**src/rtl/div_arbiter.sv**
```systemverilog
// Round-robin arbiter sharing one pipelined divider among N_REQ requesters, with id tags riding alongside.
// Optional DIV_ZERO_GUARD_EN: zero denominators bypass the divider and return all-ones / zero.
module div_arbiter #(
  parameter int N_REQ   = 4,
  parameter int WIDTH_A = 16,
  parameter int WIDTH_B = 8,
  parameter int DELAY   = 5,
  parameter int ID_W    = 3
) (
  input  logic                       clk,
  input  logic                       rst_n,
  input  logic [N_REQ-1:0]           req_valid,
  output logic [N_REQ-1:0]           req_ready,
  input  logic [N_REQ*WIDTH_A-1:0]   req_num,
  input  logic [N_REQ*WIDTH_B-1:0]   req_den,
  output logic                       div_start,
  output logic [WIDTH_A-1:0]         div_numerator,
  output logic [WIDTH_B-1:0]         div_denominator,
  input  logic                       div_done,
  input  logic [WIDTH_A-1:0]         div_quotient,
  input  logic [WIDTH_B-1:0]         div_remainder,
  output logic [N_REQ-1:0]           rsp_valid,
  output logic [WIDTH_A-1:0]         rsp_quotient,
  output logic [WIDTH_B-1:0]         rsp_remainder,
  output logic                       err_sticky
);

  logic [ID_W-1:0]    rr_ptr;
  logic [ID_W-1:0]    grant_idx;
  logic               grant_found;
  logic               accept;
  logic [WIDTH_A-1:0] sel_num;
  logic [WIDTH_B-1:0] sel_den;
  logic [ID_W-1:0]    issue_id;

  logic [DELAY-1:0]   tag_vld;
  logic [ID_W-1:0]    tag_id [DELAY];
  logic               fin_vld;
  logic [ID_W-1:0]    fin_id;
  logic               fire;
  logic               mismatch;

`ifdef DIV_ZERO_GUARD_EN
  logic               issue_zero;
  logic [DELAY-1:0]   tag_zero;
  logic               fin_zero;
`endif

  // First valid index at or above rr_ptr wins; if none, wrap to the lowest valid index.
  always_comb begin
    grant_found = 1'b0;
    grant_idx   = '0;
    for (int i = N_REQ - 1; i >= 0; i--) begin
      if (req_valid[i] && (ID_W'(i) >= rr_ptr)) begin
        grant_found = 1'b1;
        grant_idx   = ID_W'(i);
      end
    end
    if (!grant_found) begin
      for (int i = N_REQ - 1; i >= 0; i--) begin
        if (req_valid[i]) begin
          grant_found = 1'b1;
          grant_idx   = ID_W'(i);
        end
      end
    end
  end

  always_comb begin
    req_ready = '0;
    sel_num   = '0;
    sel_den   = '0;
    for (int i = 0; i < N_REQ; i++) begin
      if (grant_found && (grant_idx == ID_W'(i))) begin
        req_ready[i] = 1'b1;
        sel_num      = req_num[i*WIDTH_A +: WIDTH_A];
        sel_den      = req_den[i*WIDTH_B +: WIDTH_B];
      end
    end
  end

  assign accept = |(req_valid & req_ready);

  always_ff @(posedge clk or negedge rst_n) begin
    if (!rst_n) begin
      rr_ptr <= '0;
    end else if (accept) begin
      if (grant_idx == ID_W'(N_REQ - 1)) begin
        rr_ptr <= '0;
      end else begin
        rr_ptr <= grant_idx + ID_W'(1);
      end
    end
  end

  always_ff @(posedge clk or negedge rst_n) begin
    if (!rst_n) begin
      div_start       <= 1'b0;
      div_numerator   <= '0;
      div_denominator <= '0;
      issue_id        <= '0;
`ifdef DIV_ZERO_GUARD_EN
      issue_zero      <= 1'b0;
`endif
    end else begin
      if (accept) begin
        issue_id <= grant_idx;
      end
`ifdef DIV_ZERO_GUARD_EN
      // A zero denominator never reaches the divider; the tag alone carries it through.
      div_start  <= accept && (sel_den != '0);
      issue_zero <= accept && (sel_den == '0);
      if (accept && (sel_den != '0)) begin
        div_numerator   <= sel_num;
        div_denominator <= sel_den;
      end
`else
      div_start <= accept;
      if (accept) begin
        div_numerator   <= sel_num;
        div_denominator <= sel_den;
      end
`endif
    end
  end

  // Stage 0 samples alongside the divider's start, so the last stage lines up with div_done.
  always_ff @(posedge clk or negedge rst_n) begin
    if (!rst_n) begin
      tag_vld <= '0;
      for (int s = 0; s < DELAY; s++) begin
        tag_id[s] <= '0;
      end
`ifdef DIV_ZERO_GUARD_EN
      tag_zero <= '0;
`endif
    end else begin
`ifdef DIV_ZERO_GUARD_EN
      tag_vld[0]  <= div_start | issue_zero;
      tag_zero[0] <= issue_zero;
`else
      tag_vld[0]  <= div_start;
`endif
      tag_id[0] <= issue_id;
      for (int s = 1; s < DELAY; s++) begin
        tag_vld[s] <= tag_vld[s-1];
        tag_id[s]  <= tag_id[s-1];
`ifdef DIV_ZERO_GUARD_EN
        tag_zero[s] <= tag_zero[s-1];
`endif
      end
    end
  end

  assign fin_vld = tag_vld[DELAY-1];
  assign fin_id  = tag_id[DELAY-1];

`ifdef DIV_ZERO_GUARD_EN
  assign fin_zero = tag_zero[DELAY-1];
  assign fire     = fin_vld && (fin_zero ? !div_done : div_done);
  assign mismatch = fin_zero ? div_done : (div_done != fin_vld);
`else
  assign fire     = fin_vld && div_done;
  assign mismatch = (div_done != fin_vld);
`endif

  always_ff @(posedge clk or negedge rst_n) begin
    if (!rst_n) begin
      rsp_valid     <= '0;
      rsp_quotient  <= '0;
      rsp_remainder <= '0;
      err_sticky    <= 1'b0;
    end else begin
      for (int i = 0; i < N_REQ; i++) begin
        rsp_valid[i] <= fire && (fin_id == ID_W'(i));
      end
      if (fire) begin
`ifdef DIV_ZERO_GUARD_EN
        rsp_quotient  <= fin_zero ? {WIDTH_A{1'b1}} : div_quotient;
        rsp_remainder <= fin_zero ? '0 : div_remainder;
`else
        rsp_quotient  <= div_quotient;
        rsp_remainder <= div_remainder;
`endif
      end
      if (mismatch) begin
        err_sticky <= 1'b1;
      end
    end
  end

endmodule

```
**config.mk**
```make
export PLATFORM = sky130hd
export DESIGN_NAME = div_arbiter
export DESIGN_NICKNAME = d
export VERILOG_FILES = /design/src/rtl/div_arbiter.sv
export SDC_FILE = /design/constraint.sdc
export NUM_CORES = 1
export LEC_CHECK = 0
export ABC_CLOCK_PERIOD_IN_PS = 2900
export BUFFER_PORTS_ARGS = -buffer_cell sky130_fd_sc_hd__buf_2
export CORE_MARGIN = 4
export CORE_UTILIZATION = 25
export CTS_CLUSTER_DIAMETER = 30
export DETAILED_ROUTE_END_ITERATION = 10
export GPL_ROUTABILITY_DRIVEN = 0
export RECOVER_POWER = 100
export REMOVE_ABC_BUFFERS = 1
export SLEW_MARGIN = 25
export SYNTH_ARGS = -nofsm -noshare
export SYNTH_HDL_FRONTEND = slang
export SYNTH_SLANG_ARGS = --single-unit
```
**constraint.sdc**
```tcl
create_clock -name clk -period 2.9 [get_ports clk]
set_input_delay 0.58 -clock clk [delete_from_list [all_inputs] [get_ports clk]]
set_output_delay 0.58 -clock clk [all_outputs]
set_load 0.03 [all_outputs]
```
==> impl_results.md, run 1 <==
* Hold path start: tag_id[3]
* Initial antenna violation count at 2
* Async SR Flop Fraction at 1.00
* Switching portion of total power at 0.429
* Clock slew at reported path FFs at 60 ps
* Maximum clock insertion buffer count at 2
* Full die area at 15300 sq um
* DPL Wire Length at 7.29 mm
* Final hold slack at 346 ps
* Initial Util at 0.255
* Number of global-route vias before repair at 2883
* Layout Utilization at 0.360
* Seq cells post-synth at 73
* Io pins at 185
* Placed cell area at 4490 sq um
* Max Clock Freq at 366 MHz
* CP Max Fanout at 6
* Final hold vios at 0
* CP max-delay cell: dfrtp_2
* DP Cell Count at 633
* Antenna Nets Post-Route at 0
* Root buffer cell: clkbuf_16
* H-tree lvl count at 3
* Cell chain of the critical path: mux2i_1, nor2_1, nor3_2, buf_4, ha_1, nor2b_2, clkbuf_2
* Final WL at 9.81 mm
* Share of cells above drive strength 1 at 0.406
* Slowest stage delay, CP at 420 ps
* Failing checks: max-capacitance violations, max-slew violations
* Final Skew at 4.75 ps
* Post-route insts no fill at 650
* DRC violations left at 0
* DRT Pass-1 Iters at 4
* Internal power at 3.25 mW
* Setup TNS at 0 ps
* RSZ-0062 raised after global routing: false
* Final Max Slew Viols at 74
* Min-delay worst type: reg -> reg
* Largest delay share family, worst path: simple AND/OR/NAND/NOR gates
* Final setup viols at 0
* IO Port Bufs at 184
* CP Buf/Inv Count at 2
* Via density at 4.53
* Area Growth Syn to Fin at 41.4%
* Relative slew slack at -0.186
* Worst reg2reg path startpoint: rr_ptr[1]
* Pwr dens at 1200 nW/um^2
* Number of flops mapped to enable cells by yosys at 0
* Rows at 42
* Comb pwr share at 0.477
* Status: finished, violations left
* Setup Fix Bufs, Post-CTS at 0
* Clock Latency Late Sink at 330 ps
* Clock power share at 0.212
* All-Layer GR Usage at 0.123
* Worst setup SP type: flip-flop
* Pleak at 2.14 nW
* GRT overflow at 0
* Max VDD drop at 0.442 mV
* Post-synth design cell area at 3360 sq um
* Sequential share of power at 0.311
* Most frequent cells in the layout: buf_2, dfrtp_1, clkbuf_1
* First-pass GRT wire length at 14.2 mm
* R2r setup slk at 350 ps
* Drt wl/cell at 15.1 um
* Sequential fraction of the synthesis area at 0.544
* Required time worst endpoint at 2320 ps
* Worst slew pin tran at 1780 ps
* Die W at 124 um
* Crit path DAT at 2150 ps
* Core ar. at 13200 sq um
* Final Instance Area at 4750 sq um
* Die Ht at 124 um
* 1st-iter DRT viols at 99
* Post-Syn Area per Cell at 11.9 sq um
* Setup crit start: rr_ptr[1]
* CP Capture Type: primary output
* Fill count at 1348
* Fin crit share at 0.943
* Crit path time final at 2730 ps
* Critical path class: reg -> out
* Fin nets at 600
* Synth unique cells at 29
* Syn Inst Count at 282
* Commonest non-fill, non-tap cell in the layout: buf_2
* Sw Pwr at 2.45 mW
* Num Clock Sinks at 73
* Via count at 2942
* Predominant post-synthesis flop cell: dfrtp_1
* Pin count of the biggest net entering global routing at 74
* CTS tree: done
* CTS Buf Count at 9
* Yosys warns at 0
* Max-cap violation count at 1
cells in the mapped netlist (all sizes together) (2+ instances only):
master	instances	share of area
dfrtp	73	0.54
nor2	29	0.032
a21oi	28	0.042
mux2	26	0.087
a221o	24	0.072
a32oi	24	0.063
nand2b	22	0.041
buf	18	0.037
clkbuf	6	0.0067
ha	5	0.019
inv	4	0.0045
and2b	3	0.0067
nand2	3	0.0041
or2b	3	0.0067
a22oi	2	0.0045
mux2i	2	0.0060
nor2b	2	0.0037
kinds of logic after synthesis:
| group | Yosys count | share of synthesized area |
|---|---|---|
| AND/OR/NAND/NOR | 68 | 0.111 |
| adder cells (fa/ha/maj) | 5 | 0.0186 |
| AO/OA/AOI/OAI | 80 | 0.184 |
| flip-flops | 73 | 0.544 |
| multiplexers | 28 | 0.0932 |
| buffers and inverters | 28 | 0.0484 |
timing repair:
| item | in CTS | in global routing |
|---|---|---|
| resized for setup | 1 | 1 |
| hold buffers | 0 | 0 |
| endpoints found under the setup margin | 1 | 1 |
| cloned | 0 | 0 |
metrics by stage:
step                total power [mW]  setup WS (ps)
floorplan                       3.67           -315
global placement                4.58          -41.1
detailed placement              4.65            105
CTS                             5.89            109
global route                    6.09           23.1
finish                          5.70            166
final timing paths:
kind	to	depth (start not counted)
max	req_ready[3]	7
min	fin_id[0]	0
max reg2reg	div_numerator[5]	11
min reg2reg	fin_id[0]	0
max in group asynchronous	rr_ptr[1]	1
min in group asynchronous	div_numerator[11]	1
routing by layer:
metal	wire length (um)	global-route usage	up-vias	share of wire
li1	-	-	1424	-
met1	4180	0.157	1363	0.43
met2	4510	0.193	141	0.46
met3	990	0.0431	12	0.10
met4	128	0.0429	2	0.013
met5	7	0	-	0.00071
area by class of cell:
class	instances	area, sq um	area share
Inverter	4	15.0	0.00316
Timing Repair Buffer	199	971	0.204
Tap cell	176	220	0.0464
Clock buffer	10	239	0.0503
Sequential cell	73	1830	0.385
Antenna cell	1	2.50	0.000527
Multi-Input combinational cell	181	1380	0.291
Clock inverter	6	90.1	0.0190
power groups by stage:
| stage | sequential, mW | combinational [mW] | clock, mW |
|---|---|---|---|
| after floorplan | 2.48 | 1.19 | 0 |
| after global placement | 1.75 | 2.83 | 0 |
| after detailed placement | 1.77 | 2.88 | 0 |
| after CTS | 1.76 | 2.88 | 1.25 |
| after global routing | 1.83 | 2.97 | 1.29 |
| final | 1.77 | 2.72 | 1.21 |
state kept, by name, summed over array words and instances, names as in the netlist:
name / flops
rsp_remainder: 8
tag_vld: 5
fin_id: 2
div_numerator: 16
err_sticky: 1
div_start: 1
tag_id: 8
issue_id: 2
div_denominator: 8
rsp_valid: 4
rsp_quotient: 16
rr_ptr: 2
worst reg2reg max path: cells and delay by family, from the launching register on:
family	cells	cell delay [ps]
and+or+nand+nor	4	710
buffers and inverters	3	610
DFF	1	420
adders and majority gates	1	230
AOI/OAI and AO/OA	2	220
muxes	1	210
(Power assumes the default switching activity.)
==> inputs of run 2 (changes only) <==
- ABC_CLOCK_PERIOD_IN_PS: 2900 -> unset
- CORE_ASPECT_RATIO: unset -> 1.25
- CTS_CLUSTER_DIAMETER: 30 -> unset
==> run 2 against run 1 <==
Against the previous run:
- the flow still finishes with violations (max-capacitance violations, max-slew violations)
- count of clock-buffer cells in the layout shrank 1
- critical path depth is the same
- non-clock buffer count unchanged
- utilization barely moved
- maximum frequency up 0.27%
==> impl_results.md, run 2 (synthesized netlist as in run 1, its figures left out) <==
* CP Capture Type: primary output
* Full die area at 15400 sq um
* Worst setup SP type: flip-flop
* CTS Buf Count at 9
* Crit path DAT at 2150 ps
* Num Clock Sinks at 73
* Initial Util at 0.254
* Clock Latency Late Sink at 330 ps
* Fin nets at 600
* Place WS at -91.5 ps
* PnR worst setup slack at 174 ps
* H-tree lvl count at 3
* Area Growth Syn to Fin at 41.8%
* Root buffer cell: clkbuf_16
* Via density at 4.65
* Final Instance Area at 4760 sq um
* Drt wl/cell at 15.6 um
* Die Ht at 138 um
* Antenna Nets Post-Route at 0
* Via count at 2997
* 1st-iter DRT viols at 99
* Final hold vios at 0
* Antenna diode count at 0
* Relative slew slack at -0.190
* Crit path time final at 2730 ps
* Biggest regs: div_numerator x16, rsp_quotient x16
* Pleak at 2.16 nW
* Worst slew pin tran at 1790 ps
* Max Clock Freq at 367 MHz
* Number of global-route vias before repair at 3071
* First-pass GRT wire length at 15.7 mm
* Final WL at 10.0 mm
* Commonest non-fill, non-tap cell in the layout: buf_2
* Share of cells above drive strength 1 at 0.408
* Failing checks: max-capacitance violations, max-slew violations
* IO Port Bufs at 184
* Slowest stage delay, CP at 440 ps
* Min-delay worst type: reg -> reg
* Initial antenna violation count at 1
* Die W at 112 um
* Io pins at 185
* Fin crit share at 0.940
* Layout Utilization at 0.360
* Most frequent cells in the layout: buf_2, dfrtp_1, clkbuf_1
* Status: finished, violations left
* DPL Wire Length at 7.54 mm
* Clock slew at reported path FFs at 60 ps
* Final Power at 5.81 mW
* CTS tree: done
* Required time worst endpoint at 2320 ps
* RSZ-0062 raised after global routing: false
* Core ar. at 13200 sq um
* All-Layer GR Usage at 0.128
* Pin count of the biggest net entering global routing at 74
* Cell chain of the critical path: mux2i_1, nor2_1, nor3_2, buf_4, ha_1, nor2b_2, buf_2
* Final Max Slew Viols at 74
* Setup Fix Bufs, Post-CTS at 0
* Max VDD drop at 0.427 mV
* DRT Pass-1 Iters at 5
* Post-route insts no fill at 644
* Placed cell area at 4480 sq um
* Max-cap violation count at 1
* DRC violations left at 0
* Final Skew at 7.62 ps
* GRT overflow at 0
* CP max-delay cell: dfrtp_1
* DP Cell Count at 628
* CP Max Fanout at 6
* Final setup viols at 0
* Pwr dens at 1220 nW/um^2
* Rows at 47
* Critical path class: reg -> out
* Maximum clock insertion buffer count at 2
## run 2: layout make-up
cell class	instances	area [sq um]
Fill cell	1379	8470
Sequential cell	73	1830
Multi-Input combinational cell	181	1390
Timing Repair Buffer	199	970
Clock buffer	9	225
Tap cell	171	214
Clock inverter	7	125
Inverter	4	15.0
## run 2: final timing paths
kind                           start            endpoint  slack (ps)  cells past startpoint
setup / recovery           rr_ptr[1]        req_ready[3]         170                      7
hold / removal             tag_id[6]           tag_id[3]         340                      0
setup reg to reg           rr_ptr[1]  div_denominator[7]         270                     11
hold reg to reg            tag_id[6]           tag_id[3]         340                      0
max in group asynchronous      rst_n    div_numerator[8]        1100                      1
min in group asynchronous      rst_n  div_denominator[6]         700                      1
## run 2: worst max-delay path, delay by kind of cell (launching register included)
family,cells,cell delay [ps]
adder cells (fa/ha/maj),1,210
AND/OR/NAND/NOR,3,550
buffers and inverters,2,410
flip-flops,1,440
multiplexers,1,210
## run 2: routing by layer
metal  vias to the layer above  part of all wire  global-route usage
met5                         -            0.0013                   0
met4                         2             0.013              0.0426
met3                        13             0.075              0.0387
met2                       132              0.50               0.212
met1                      1429              0.41               0.161
li1                       1421                 -                   -
## run 2: what timing repair did
item	in CTS	in global routing
hold buffers	0	0
endpoints found under the setup margin	2	0
resized for setup	1	0
## run 2: stage by stage
step / hold slack [ps] / setup TNS (ps)
3_3_place_gp: 334 / -3.81
2_1_floorplan: 284 / -3070
3_5_place_dp: 335 / -1740
4_1_cts: 346 / 0
5_1_grt: 358 / 0
6_report: 344 / 0
## run 2: power by group
group          switching, mW  internal [mW]  total, mW
Sequential             0.240           1.53       1.77
Clock                  0.447          0.849       1.30
Combinational           1.80          0.951       2.75
==> inputs of run 3 (changes only) <==
- BUFFER_PORTS_ARGS: -buffer_cell sky130_fd_sc_hd__buf_2 -> unset
- DONT_BUFFER_PORTS: unset -> 1
==> run 3 against run 2 <==
Against the previous run:
- the flow still finishes with violations (max-capacitance violations, max-slew violations)
- wire length down 8.8%
- count of clock-buffer cells in the layout increased by 2
- sequential cell count is the same
- final cell count fell by 29%
- via count fell by 21%
- sequential share of layout area increased by 9.2 points
- non-clock buffer count fell by 185
- critical endpoint unchanged
==> impl_results.md, run 3 (synthesized netlist as in run 1, its figures left out) <==
* Critical path class: reg -> out
* CP Capture Type: primary output
* IO Port Bufs at 0
* CTS Buf Count at 9
* Most frequent cells in the layout: dfrtp_1, nor2_1, a21oi_1
* Full die area at 15400 sq um
* Drt wl/cell at 20.0 um
* Reg2Reg Depth at 9
* Final setup viols at 0
* Die Ht at 138 um
* Status: finished, violations left
* Comb pwr share at 0.309
* DRT Pass-1 Iters at 5
* Worst slew pin tran at 1810 ps
* CTS tree: done
* Clock Latency Late Sink at 330 ps
* CP Max Fanout at 21
* Sequential share of power at 0.494
* Post-route insts no fill at 458
* Pin count of the biggest net entering global routing at 74
* First-pass GRT wire length at 13.7 mm
* Area of the multi-input gates at 1390 sq um
* Root buffer cell: clkbuf_16
* Fill count at 1368
* Setup TNS at 0 ps
* Max-cap violation count at 1
* Pwr dens at 1360 nW/um^2
* 1st-iter DRT viols at 91
* Internal power at 2.89 mW
* Crit path capture: req_ready[3]
* Final Skew at 6.95 ps
* DP Cell Count at 442
* Max Clock Freq at 367 MHz
* Required time worst endpoint at 2320 ps
* Initial antenna violation count at 0
* Via density at 5.16
* WHS Path Cells at 0
* R2r setup slk at 280 ps
* Area Growth Syn to Fin at 14.5%
* Reg-to-reg endpoint: rr_ptr[1]
* Number of global-route vias before repair at 2408
* Clock power share at 0.198
* Worst reg2reg path startpoint: rr_ptr[1]
* GRT overflow at 0
* Maximum clock insertion buffer count at 2
* DPL Wire Length at 6.95 mm
* Final Max Slew Viols at 74
* Crit path time final at 2720 ps
* Final WL at 9.16 mm
* Failing checks: max-capacitance violations, max-slew violations
* Relative slew slack at -0.204
* Antenna Nets Post-Route at 0
* Fin crit share at 0.939
* Final hold vios at 0
* Io pins at 185
* Max VDD drop at 0.474 mV
* Commonest non-fill, non-tap cell in the layout: dfrtp_1
* Fin nets at 415
* Setup Fix Bufs, Post-CTS at 0
* H-tree lvl count at 3
* Initial Util at 0.254
* Sw Pwr at 2.34 mW
* Num Clock Sinks at 73
* All-Layer GR Usage at 0.117
* Reg area at 1830 sq um
* Clock slew at reported path FFs at 60 ps
* Switching portion of total power at 0.448
* Pleak at 1.53 nW
* Biggest regs: div_numerator x16, rsp_quotient x16
* Worst setup SP type: flip-flop
* Final Instance Area at 3840 sq um
* Antenna diode count at 0
* Via count at 2361
* Core ar. at 13200 sq um
* Share of cells above drive strength 1 at 0.220
* Min-delay worst type: reg -> reg
* DRC violations left at 0
* Crit path DAT at 2140 ps
* Placed cell area at 3540 sq um
* RSZ-0062 raised after global routing: false
* Setup crit start: rr_ptr[1]
* Rows at 47
* Die W at 112 um
[run 3: stage by stage]
stage	total power [mW]	hold WS, ps	utilization	setup WS [ps]
after floorplan	3.67	284	-	-315
after global placement	4.12	288	0.268	45.2
after detailed placement	4.22	287	0.268	8.81
after CTS	5.31	140	0.292	34.9
after global routing	5.59	348	0.291	29.0
final	5.23	346	0.291	178
[run 3: what timing repair did]
| action | in CTS | in global routing |
|---|---|---|
| hold buffers | 1 | 0 |
| endpoints found under the hold margin | 73 | 0 |
| endpoints found under the setup margin | 3 | 3 |
| resized for setup | 1 | 4 |
| pin swaps | 0 | 1 |
[run 3: worst min path at each step]
stage | from | end
2_1_floorplan | rst_n | div_denominator[0]
3_3_place_gp | rst_n | rr_ptr[0]
3_5_place_dp | rst_n | rr_ptr[0]
4_1_cts | rst_n | rr_ptr[0]
5_1_grt | tag_id[10] | tag_id[7]
6_report | tag_id[9] | tag_id[6]
[run 3: layout make-up]
| cell class | instances | area share |
|---|---|---|
| Timing Repair Buffer | 14 | 0.0293 |
| Clock buffer | 11 | 0.0657 |
| Sequential cell | 73 | 0.475 |
| Inverter | 4 | 0.00390 |
| Multi-Input combinational cell | 181 | 0.363 |
| Clock inverter | 4 | 0.00748 |
| Tap cell | 171 | 0.0556 |
[run 3: power groups by stage]
stage	clock, mW	sequential, mW	combinational (mW)
3_5_place_dp	0	2.62	1.60
6_report	1.03	2.58	1.61
2_1_floorplan	0	2.48	1.19
3_3_place_gp	0	2.60	1.53
5_1_grt	1.13	2.65	1.80
4_1_cts	1.08	2.60	1.63
[run 3: routing by layer]
layer  global-route usage  vias up  share of wire
li1                     -     1051              -
met1                0.132     1135           0.37
met3               0.0536       14          0.099
met4               0.0487        0          0.018
met2                0.191      161           0.51
met5                    0        -              0
[run 3: worst max-delay path: stages (launching register included)]
cell and delay [ps]:
dfrtp_2 440, a21oi_1 130, o21a_1 120, o22ai_1 90
buf_4 160, inv_1 70, ha_1 230, nor2b_2 180
clkbuf_4 370
